--- config.mk ---
export PLATFORM = sky130hd
export DESIGN_NAME = router_fifo_buf
export DESIGN_NICKNAME = d
export VERILOG_FILES = /design/src/rtl/router_fifo_buf.sv
export SDC_FILE = /design/constraint.sdc
export NUM_CORES = 1
export LEC_CHECK = 0
export BUFFER_PORTS_ARGS = -buffer_cell sky130_fd_sc_hd__buf_4
export CAP_MARGIN = 30
export CORE_AREA = 2 2 105 158
export DETAILED_ROUTE_END_ITERATION = 12
export DIE_AREA = 0 0 107 160
export HOLD_SLACK_MARGIN = 0.08
export PLACE_DENSITY = 0.59
export SLEW_MARGIN = 20
export SYNTH_ARGS = -nofsm -noshare
export SYNTH_HDL_FRONTEND = slang
export SYNTH_SLANG_ARGS = --single-unit
--- constraint.sdc ---
create_clock -name clock -period 4.85 [get_ports clock]
set_input_delay 0 -clock clock [delete_from_list [all_inputs] [get_ports clock]]
set_output_delay 0 -clock clock [all_outputs]
set_load 0.01 [all_outputs]
--- src/rtl/router_fifo_buf.sv ---
// ---------------------------------------------------------------------------
// router_fifo_buf
//   Per-destination output buffer of the 1x3 router. Stores header, payload
//   and parity bytes together with a header marker bit taken from lfd_state,
//   tracks the remaining packet length on the read side and presents read
//   bytes through registered outputs.
//
// Ports:
//   clock       rising-edge clock
//   reset       synchronous, active-high reset (highest priority)
//   soft_reset  synchronous flush from the controller (timeout)
//   write_enb   write request for data_in
//   read_enb    read request from the destination reader
//   lfd_state   high when data_in is a header byte (stored as marker bit)
//   data_in     byte from the register stage
//   full        combinational, occupancy == DEPTH
//   empty       combinational, occupancy == 0
//   data_out    registered read data (0 in cycles without an accepted read)
//   pkt_end     registered one-cycle pulse when the parity byte is read
// ---------------------------------------------------------------------------
module router_fifo_buf #(
  parameter int DATA_WIDTH = 8,
  parameter int ADDR_WIDTH = 4,
  parameter int DEPTH      = 16   // must equal 2**ADDR_WIDTH
) (
  input  logic                  clock,
  input  logic                  reset,
  input  logic                  soft_reset,
  input  logic                  write_enb,
  input  logic                  read_enb,
  input  logic                  lfd_state,
  input  logic [DATA_WIDTH-1:0] data_in,
  output logic                  full,
  output logic                  empty,
  output logic [DATA_WIDTH-1:0] data_out,
  output logic                  pkt_end
);

  // Pointers carry one extra wrap bit so full and empty are distinguishable.
  localparam int PTR_W = ADDR_WIDTH + 1;
  localparam int LEN_W = 7;

  logic [DATA_WIDTH:0]   mem_q [DEPTH];

  logic [PTR_W-1:0]      wr_ptr_q,   wr_ptr_d;
  logic [PTR_W-1:0]      rd_ptr_q,   rd_ptr_d;
  logic [LEN_W-1:0]      len_cnt_q,  len_cnt_d;
  logic [DATA_WIDTH-1:0] data_out_q, data_out_d;
  logic                  pkt_end_q,  pkt_end_d;

  logic                  flush_s;
  logic                  wr_acc_s;
  logic                  rd_acc_s;
  logic                  full_s;
  logic                  empty_s;
  logic [DATA_WIDTH:0]   rd_word_s;

  assign flush_s   = reset | soft_reset;
  assign empty_s   = (wr_ptr_q == rd_ptr_q);
  assign full_s    = (wr_ptr_q[ADDR_WIDTH] != rd_ptr_q[ADDR_WIDTH]) &&
                     (wr_ptr_q[ADDR_WIDTH-1:0] == rd_ptr_q[ADDR_WIDTH-1:0]);
  // Acceptance uses full/empty from the start of the cycle, so a read never
  // sees a word written in the same cycle and a write never lands when full.
  assign wr_acc_s  = write_enb & ~full_s;
  assign rd_acc_s  = read_enb  & ~empty_s;
  assign rd_word_s = mem_q[rd_ptr_q[ADDR_WIDTH-1:0]];

  assign full     = full_s;
  assign empty    = empty_s;
  assign data_out = data_out_q;
  assign pkt_end  = pkt_end_q;

  // Next-state computation for pointers, length counter and read outputs.
  always_comb begin
    wr_ptr_d   = wr_ptr_q;
    rd_ptr_d   = rd_ptr_q;
    len_cnt_d  = len_cnt_q;
    data_out_d = {DATA_WIDTH{1'b0}};
    pkt_end_d  = 1'b0;
    if (flush_s) begin
      wr_ptr_d  = {PTR_W{1'b0}};
      rd_ptr_d  = {PTR_W{1'b0}};
      len_cnt_d = {LEN_W{1'b0}};
    end else begin
      if (wr_acc_s) begin
        wr_ptr_d = wr_ptr_q + {{(PTR_W-1){1'b0}}, 1'b1};
      end else begin
        wr_ptr_d = wr_ptr_q;
      end
      if (rd_acc_s) begin
        rd_ptr_d   = rd_ptr_q + {{(PTR_W-1){1'b0}}, 1'b1};
        data_out_d = rd_word_s[DATA_WIDTH-1:0];
        if (rd_word_s[DATA_WIDTH]) begin
          // Header: bits [7:2] hold payload length; +1 covers the parity byte.
          // A header arriving mid-packet simply reloads (truncated packet).
          len_cnt_d = {1'b0, rd_word_s[7:2]} + 7'd1;
        end else if (len_cnt_q != {LEN_W{1'b0}}) begin
          len_cnt_d = len_cnt_q - 7'd1;
          pkt_end_d = (len_cnt_q == 7'd1);
        end else begin
          len_cnt_d = len_cnt_q;
        end
      end else begin
        rd_ptr_d = rd_ptr_q;
      end
    end
  end

  // State and output registers with synchronous reset/flush.
  always_ff @(posedge clock) begin
    if (flush_s) begin
      wr_ptr_q   <= {PTR_W{1'b0}};
      rd_ptr_q   <= {PTR_W{1'b0}};
      len_cnt_q  <= {LEN_W{1'b0}};
      data_out_q <= {DATA_WIDTH{1'b0}};
      pkt_end_q  <= 1'b0;
    end else begin
      wr_ptr_q   <= wr_ptr_d;
      rd_ptr_q   <= rd_ptr_d;
      len_cnt_q  <= len_cnt_d;
      data_out_q <= data_out_d;
      pkt_end_q  <= pkt_end_d;
    end
  end

  // Storage array; contents survive reset, only the pointers are cleared.
  always_ff @(posedge clock) begin
    if (!flush_s && wr_acc_s) begin
      mem_q[wr_ptr_q[ADDR_WIDTH-1:0]] <= {lfd_state, data_in};
    end
  end

endmodule
==> flow_metrics.tcl, run 1 <==
set metrics [dict create \
    p_leak_nw 2.67 \
    finalSetupTns_ns 0 \
    clk_path_buf_depth 2 \
    pwr-share-clk 0.426 \
    insertion_delay_ns 0.43 \
    power.share.switching 0.219 \
    hold_viol 0 \
    pwr-share-comb 0.032 \
    cts_hold_buffers 12 \
    path_clk_slew_ns 0.07 \
    clock_skew_ns 0.0202 \
    tightest_slew_ns 0.698 \
    cts_setup_buffers 0 \
    p_switching_mw 0.656 \
    grt_overflow 0 \
    period_share 0.556 \
    h-tree-depth 4 \
    status "complete, no violations" \
    crit_arrival_ns 2.98 \
    nets 474 \
    n_antenna_cell 0 \
    fmax_mhz 371 \
    drc_errors 0 \
    num_vias 3654 \
    cts_tree "done" \
    setup_viol 0 \
    cts_buffers 17 \
    clkSinkCount 174 \
    synth-seq-area-share 0.704 \
    layout-drive-gt1-share 0.269 \
    path_class "reg -> reg" \
    seqPwrFrac 0.542 \
    syn_nets 415 \
    dp_slack_ns 2.10 \
    grt_max_degree 28 \
    wl_per_cell_um 22.0 \
    routed_wl_mm 14.7 \
    setup_ws_ns 2.15 \
    ir_drop_uv 214 \
    yosysWarnings 0 \
    hold_path.class "in -> reg" \
    grt_pass1_vias 3781 \
    netlist_instances 392 \
    die_h_um 160 \
    rows 57 \
    max_slew_margin 0.530 \
    initial_core_util 0.440 \
    ant_nets 0 \
    root_buffer "clkbuf_16" \
    grt_pass1_wl_mm 22.4 \
    drt_pre_antenna_iters 5 \
    area_growth_pct 16.6 \
    syn_area_um2 7000 \
    drt_iter0_drc 322 \
    avgViaCountPerCell 5.45 \
    antenna_found_initial 0 \
    avgSynthCellArea_um2 17.8 \
    critPathMaxFanout 24 \
    gp_congestion 0.757 \
    port_buffers 24 \
    crit_required_ns 5.14 \
    ctsResizeCount 0 \
    grt_use_met2 0.323 \
    dp_hpwl_mm 9.49 \
    maxSlewViolCount 0 \
    drv_cap 0 \
    chipWidth_um 107 \
    busiest_layer "met2" \
    internal_power_mw 2.34 \
    grt_use_met3 0.0351 \
    startpoint_type "flip-flop" \
    cp-end-kind "flip-flop" \
    die_area_um2 17100 \
    period_needed_ns 2.70 \
    met1_usage 0.224 \
    ys_ff_latch 174 \
    core_area_um2 15900 \
    pwr_density_cell_nw_per_um2 367 \
    netlist-cell-type-count 42 \
    ios 25 \
    rsz0062_at_grt "no" \
    grt_use_total 0.184 \
]
cells in the mapped netlist:
| library cell | count | area, um2 |
|---|---|---|
| edfxtp_1 | 144 | 4320 |
| mux4_2 | 39 | 878 |
| nor2_1 | 32 | 120 |
| dfxtp_1 | 30 | 601 |
| nand2_1 | 13 | 48.8 |
| nand3_1 | 10 | 50.1 |
| xor2_1 | 10 | 87.6 |
| a21oi_1 | 9 | 45.0 |
| and3_1 | 9 | 56.3 |
| clkbuf_1 | 9 | 33.8 |
| ha_1 | 9 | 113 |
| nor3_1 | 8 | 40.0 |
| xnor2_1 | 7 | 61.3 |
| buf_2 | 6 | 30.0 |
| nand4_1 | 5 | 31.3 |
| o21ai_0 | 5 | 25.0 |
| inv_1 | 4 | 15.0 |
| mux4_1 | 4 | 105 |
| buf_6 | 3 | 33.8 |
| o21a_1 | 3 | 22.5 |
| o21ai_1 | 3 | 15.0 |
| o22ai_1 | 3 | 18.8 |
| a22oi_1 | 2 | 15.0 |
| buf_12 | 2 | 40.0 |
| mux2i_1 | 2 | 20.0 |
| nand2b_1 | 2 | 12.5 |
| nor2b_1 | 2 | 12.5 |
| nor4_1 | 2 | 12.5 |
| or2_2 | 2 | 12.5 |
| a21boi_0 | 1 | 7.51 |
| a2bb2oi_1 | 1 | 8.76 |
| a311o_1 | 1 | 10.0 |
| a31oi_1 | 1 | 6.26 |
| a41oi_1 | 1 | 8.76 |
| and2_4 | 1 | 8.76 |
| mux2_2 | 1 | 11.3 |
| nand3_2 | 1 | 10.0 |
| nand3b_1 | 1 | 7.51 |
| nand4_2 | 1 | 12.5 |
| nand4b_1 | 1 | 8.76 |
| o31a_1 | 1 | 8.76 |
| or3_1 | 1 | 6.26 |
worst max-delay path, stage by stage (launching register included):
cell and delay, ns:
dfxtp_2 0.59, buf_4 0.52, mux4_2 0.58, mux4_2 0.50
and3_1 0.20, nand4_1 0.09, a31oi_1 0.08
final cells by class:
cell class	count	area [um2]
repair buffers	60	480
clock inverters	14	128
multi-input cells	194	1920
inverters	4	15.0
clock buffers	18	429
well taps	206	258
fillers	1261	7750
flip-flops and latches	174	4930
per-layer routing:
metal	vias to the layer above	routed length, um
met1	1873	5830
met5	-	0
met4	0	240
li1	1673	-
met3	13	643
met2	95	8020
cells by family after synthesis:
| logic type | share of synthesized area |
|---|---|
| flip-flops | 0.704 |
| AND/OR/NAND/NOR | 0.0644 |
| multiplexers | 0.145 |
| AO/OA/AOI/OAI | 0.0274 |
| buffers and inverters | 0.0218 |
| XOR/XNOR | 0.0213 |
| adder cells (fa/ha/maj) | 0.0161 |
path summary, 6_finish.rpt:
path | startpoint | end | slack [ns] | depth (start not counted)
setup / recovery | flip-flop | len_cnt_q[6]$_SDFFE_PP0P_ | 2.15 | 6
hold / removal | soft_reset | len_cnt_q[0]$_SDFFE_PP0P_ | 0.1 | 3
setup reg to reg | flip-flop | len_cnt_q[6]$_SDFFE_PP0P_ | 2.15 | 6
hold reg to reg | wr_ptr_q[4]$_SDFFE_PP0P_ | wr_ptr_q[4]$_SDFFE_PP0P_ | 0.54 | 2
cell usage in the layout, fill, tap and decap left out, types with 2 or more instances in the layout:
cell and n:
inv_8 3, o21a_1 3, buf_4 48, clkbuf_16 17, inv_6 5, nor4_1 2
dlygate4sd3_1 12, edfxtp_1 144, nand2_1 13, nor2b_1 2, or2_2 2, xor2_1 10
nor2_1 32, mux4_2 39, mux4_1 4, nand4_1 5, clkinvlp_4 2, nand3_1 10
nor3_1 8, dfxtp_1 29, mux2i_1 2, xnor2_1 7, o21ai_0 5, a21oi_1 9
nand2b_1 2, a22oi_1 2, clkinv_2 2, ha_1 9, and3_1 9, o21ai_1 3
inv_1 4, o22ai_1 3
state kept, by name, indices dropped and copies added (netlist names), named ones only:
register   cells
data_out       8
wr_ptr_q       5
pkt_end        1
rd_ptr_q       5
mem_q        144
len_cnt_q      7
stage by stage:
stage	hold slack (ns)	instances	area [um2]	utilization	power [mW]
after floorplan	0.0989	392	7000	-	1.71
after global placement	0.291	626	7480	0.470	1.74
after detailed placement	0.305	626	7480	0.470	1.75
after CTS	0.0840	670	8150	0.513	3.02
after global routing	0.136	670	8150	0.513	3.09
final	0.0984	670	8150	0.513	2.99
power groups by stage:
stage	sequential, mW	clock, mW	combinational, mW
2_1_floorplan	1.66	0	0.0513
3_5_place_dp	1.66	0	0.0878
6_report	1.62	1.28	0.0946
5_1_grt	1.62	1.36	0.104
3_3_place_gp	1.66	0	0.0853
4_1_cts	1.62	1.30	0.0957
No activity file was read; power rests on OpenSTA's default activity.
==> inputs of run 2 (changes only) <==
Settings changed: ABC_AREA set to 1, CORE_AREA 2 2 105 158 to 2 2 109 163, DIE_AREA 0 0 107 160 to 0 0 111 165.
Clock period 4.85 ns to 2.67 ns, I/O delays scaled along.
==> run 2 against run 1 <==
Effect of this change:
- largest cell class unchanged
- combinational power grew to 3.3 times the previous value
- register-to-register slack worse by 1.8 ns
- die area increased by 7.0%
- cell count up 50%
- worst setup slack worse by 1.8 ns
==> flow_metrics.tcl, run 2 <==
set metrics [dict create \
    final_common_cell "nand2_1" \
    pwr-share-comb 0.056 \
    synth_area_leader_cell "edfxtp_1" \
    finalSetupTns_ns 0 \
    avgViaCountPerCell 5.18 \
    hold_path.class "in -> reg" \
    h-tree-depth 4 \
    insertion_delay_ns 0.43 \
    place_area_um2 7950 \
    drt_iter0_drc 310 \
    port_buffers 24 \
    rr_worst_depth 11 \
    fmax_mhz 436 \
    synth_edf_count 144 \
    pwr_density_cell_nw_per_um2 641 \
    avgSynthCellArea_um2 10.3 \
    multi_input_area_um2 2050 \
    grt_use_total 0.200 \
    clkSinkCount 174 \
    hold_viol 0 \
    yosysMostFrequentCell "nand2_1" \
    max_slew_margin 0.418 \
    crit_cells 11 \
    synth-main-ff-cell "edfxtp_1" \
    synthTopCellsByArea "edfxtp_1, nand2_1, dfxtp_1" \
    slowest_delay_ns 0.45 \
    cts_buffers 17 \
    clock_skew_ns 0.00883 \
    crit_path_frequent_cell "nand2_1" \
    dp_hpwl_mm 11.0 \
    pwr-share-clk 0.410 \
    worst_hold_path.num_cells 2 \
    cts_hold_buffers 14 \
    routed_wl_mm 17.5 \
    n_antenna_cell 0 \
    layout-drive-gt1-share 0.127 \
    root_buffer "clkbuf_16" \
    synth-seq-area-share 0.659 \
    chipWidth_um 111 \
    crit_chain "inv_2 > nand2_1 > nand2_1 > nand2_1 > nand3_1 > nand3_1 > nand2_1 > inv_2 > nor3_2 > nor3_1 > nor2_1" \
    cp-end-kind "flip-flop" \
    maxSlewViolCount 0 \
    path_clk_slew_ns 0.07 \
    crit_arrival_ns 2.66 \
    crit_required_ns 3.04 \
    ctsResizeCount 0 \
    wl_per_cell_um 17.5 \
    syn_nets 746 \
    die_area_um2 18300 \
    power_mw 5.54 \
    grt_pass1_wl_mm 27.6 \
    area_growth_pct 15.4 \
    gp_congestion 0.805 \
    critPathMaxFanout 33 \
    drv_cap 0 \
    netlist_instances 723 \
    netlist-cell-type-count 33 \
    clk_path_buf_depth 2 \
    rows 58 \
    p_leak_nw 3.47 \
    tightest_slew_ns 0.870 \
    status "complete, no violations" \
    setup_viol 0 \
    nets 803 \
    num_vias 5192 \
    rsz0062_at_grt "no" \
    cts_tree "done" \
    yosysWarnings 0 \
    grt_overflow 0 \
    largest_reg_flops 144 \
    syn_area_um2 7480 \
    core_area_um2 16800 \
    async_flop_share 0 \
    path_class "reg -> reg" \
    seq_area_um2 4930 \
    design_area_um2 8630 \
    yosys-top-cells-count "nand2_1, edfxtp_1, nand3_1, inv_1, nor2_1" \
    ir_drop_uv 381 \
    internal_power_mw 4.26 \
    layout_common_cells "nand2_1, edfxtp_1, nand3_1, inv_1, nor2_1" \
    cts_setup_buffers 0 \
    ant_nets 0 \
    post-route-util 0.515 \
    drt_pre_antenna_iters 7 \
    startpoint_type "flip-flop" \
    ys_ff_latch 174 \
    crit_family "simple AND/OR/NAND/NOR gates" \
    whs_ns 0.422 \
    cp_slowest_cell "inv_2" \
    period_share 0.858 \
    yosysTopAreaCellShare 0.578 \
    p_switching_mw 1.28 \
    antenna_found_initial 0 \
    power.share.switching 0.231 \
    grt_max_degree 75 \
    grt_pass1_vias 5225 \
    period_needed_ns 2.29 \
    fillers 1470 \
    initial_core_util 0.446 \
    die_h_um 165 \
    seqPwrFrac 0.534 \
    drc_errors 0 \
    ios 25 \
    cp.buffers_inverters 2 \
]
-- run 2: cell types whose count changed after synthesis, moves of 7 or more --
cell | before | now
inv_1 | 4 | 74
and3_1 | 9 | 0
inv_2 | 0 | 7
a21oi_1 | 9 | 20
nor2_1 | 32 | 72
nand3_1 | 10 | 78
o21ai_0 | 5 | 31
nand2_1 | 13 | 178
mux4_2 | 39 | 0
-- run 2: worst paths after layout --
kind                       startpoint                   endpoint  slack (ns)
min                        data_in[5]      mem_q[0][5]$_DFFE_PP_        0.42
min reg2reg  wr_ptr_q[4]$_SDFFE_PP0P_   wr_ptr_q[4]$_SDFFE_PP0P_        0.49
max reg2reg                 flip-flop  len_cnt_q[2]$_SDFFE_PP0P_        0.38
max                         flip-flop  len_cnt_q[2]$_SDFFE_PP0P_        0.38
-- run 2: logic make-up after synthesis --
kind of cell | share of synthesized area
xor+xnor | 0.0105
buf+inv | 0.0668
compound gates | 0.0547
flops | 0.659
simple gates | 0.194
fa+ha+maj | 0.0151
-- run 2: per-stage QoR --
step                worst slack, ns  cells
floorplan                     0.624    723
global placement              0.437    957
detailed placement            0.445    957
CTS                           0.374   1003
global route                  0.167   1003
finish                        0.379   1003
-- run 2: worst reg2reg max path, stage by stage, from the launching register on --
cell	delay, ns
dfxtp_2	0.34
inv_2	0.45
nand2_1	0.14
nand2_1	0.10
nand2_1	0.05
nand3_1	0.11
nand3_1	0.14
nand2_1	0.35
inv_2	0.13
nor3_2	0.28
nor3_1	0.07
nor2_1	0.08
-- run 2: cell type report --
cell class / instances / share of cell area
sequential: 174 / 0.571
multi-input combinational: 440 / 0.238
timing repair buffer: 66 / 0.0629
clock buffer: 18 / 0.0497
inverter: 81 / 0.0352
tap: 210 / 0.0304
clock inverter: 14 / 0.0130
-- run 2: per-layer routing --
metal  wire (um)  part of all wire  GRT usage
met2        9450              0.54      0.371
met5           0                 0          0
met1        7000              0.40      0.227
met4         434             0.025     0.0784
met3         633             0.036     0.0367
-- run 2: power groups by stage --
| stage | Clock, mW | Combinational [mW] | Sequential, mW |
|---|---|---|---|
| 6_report | 2.27 | 0.308 | 2.96 |
| 5_1_grt | 2.43 | 0.344 | 2.96 |
| 4_1_cts | 2.32 | 0.310 | 2.96 |
| 3_5_place_dp | 0 | 0.292 | 3.02 |
| 3_3_place_gp | 0 | 0.287 | 3.01 |
| 2_1_floorplan | 0 | 0.186 | 3.02 |
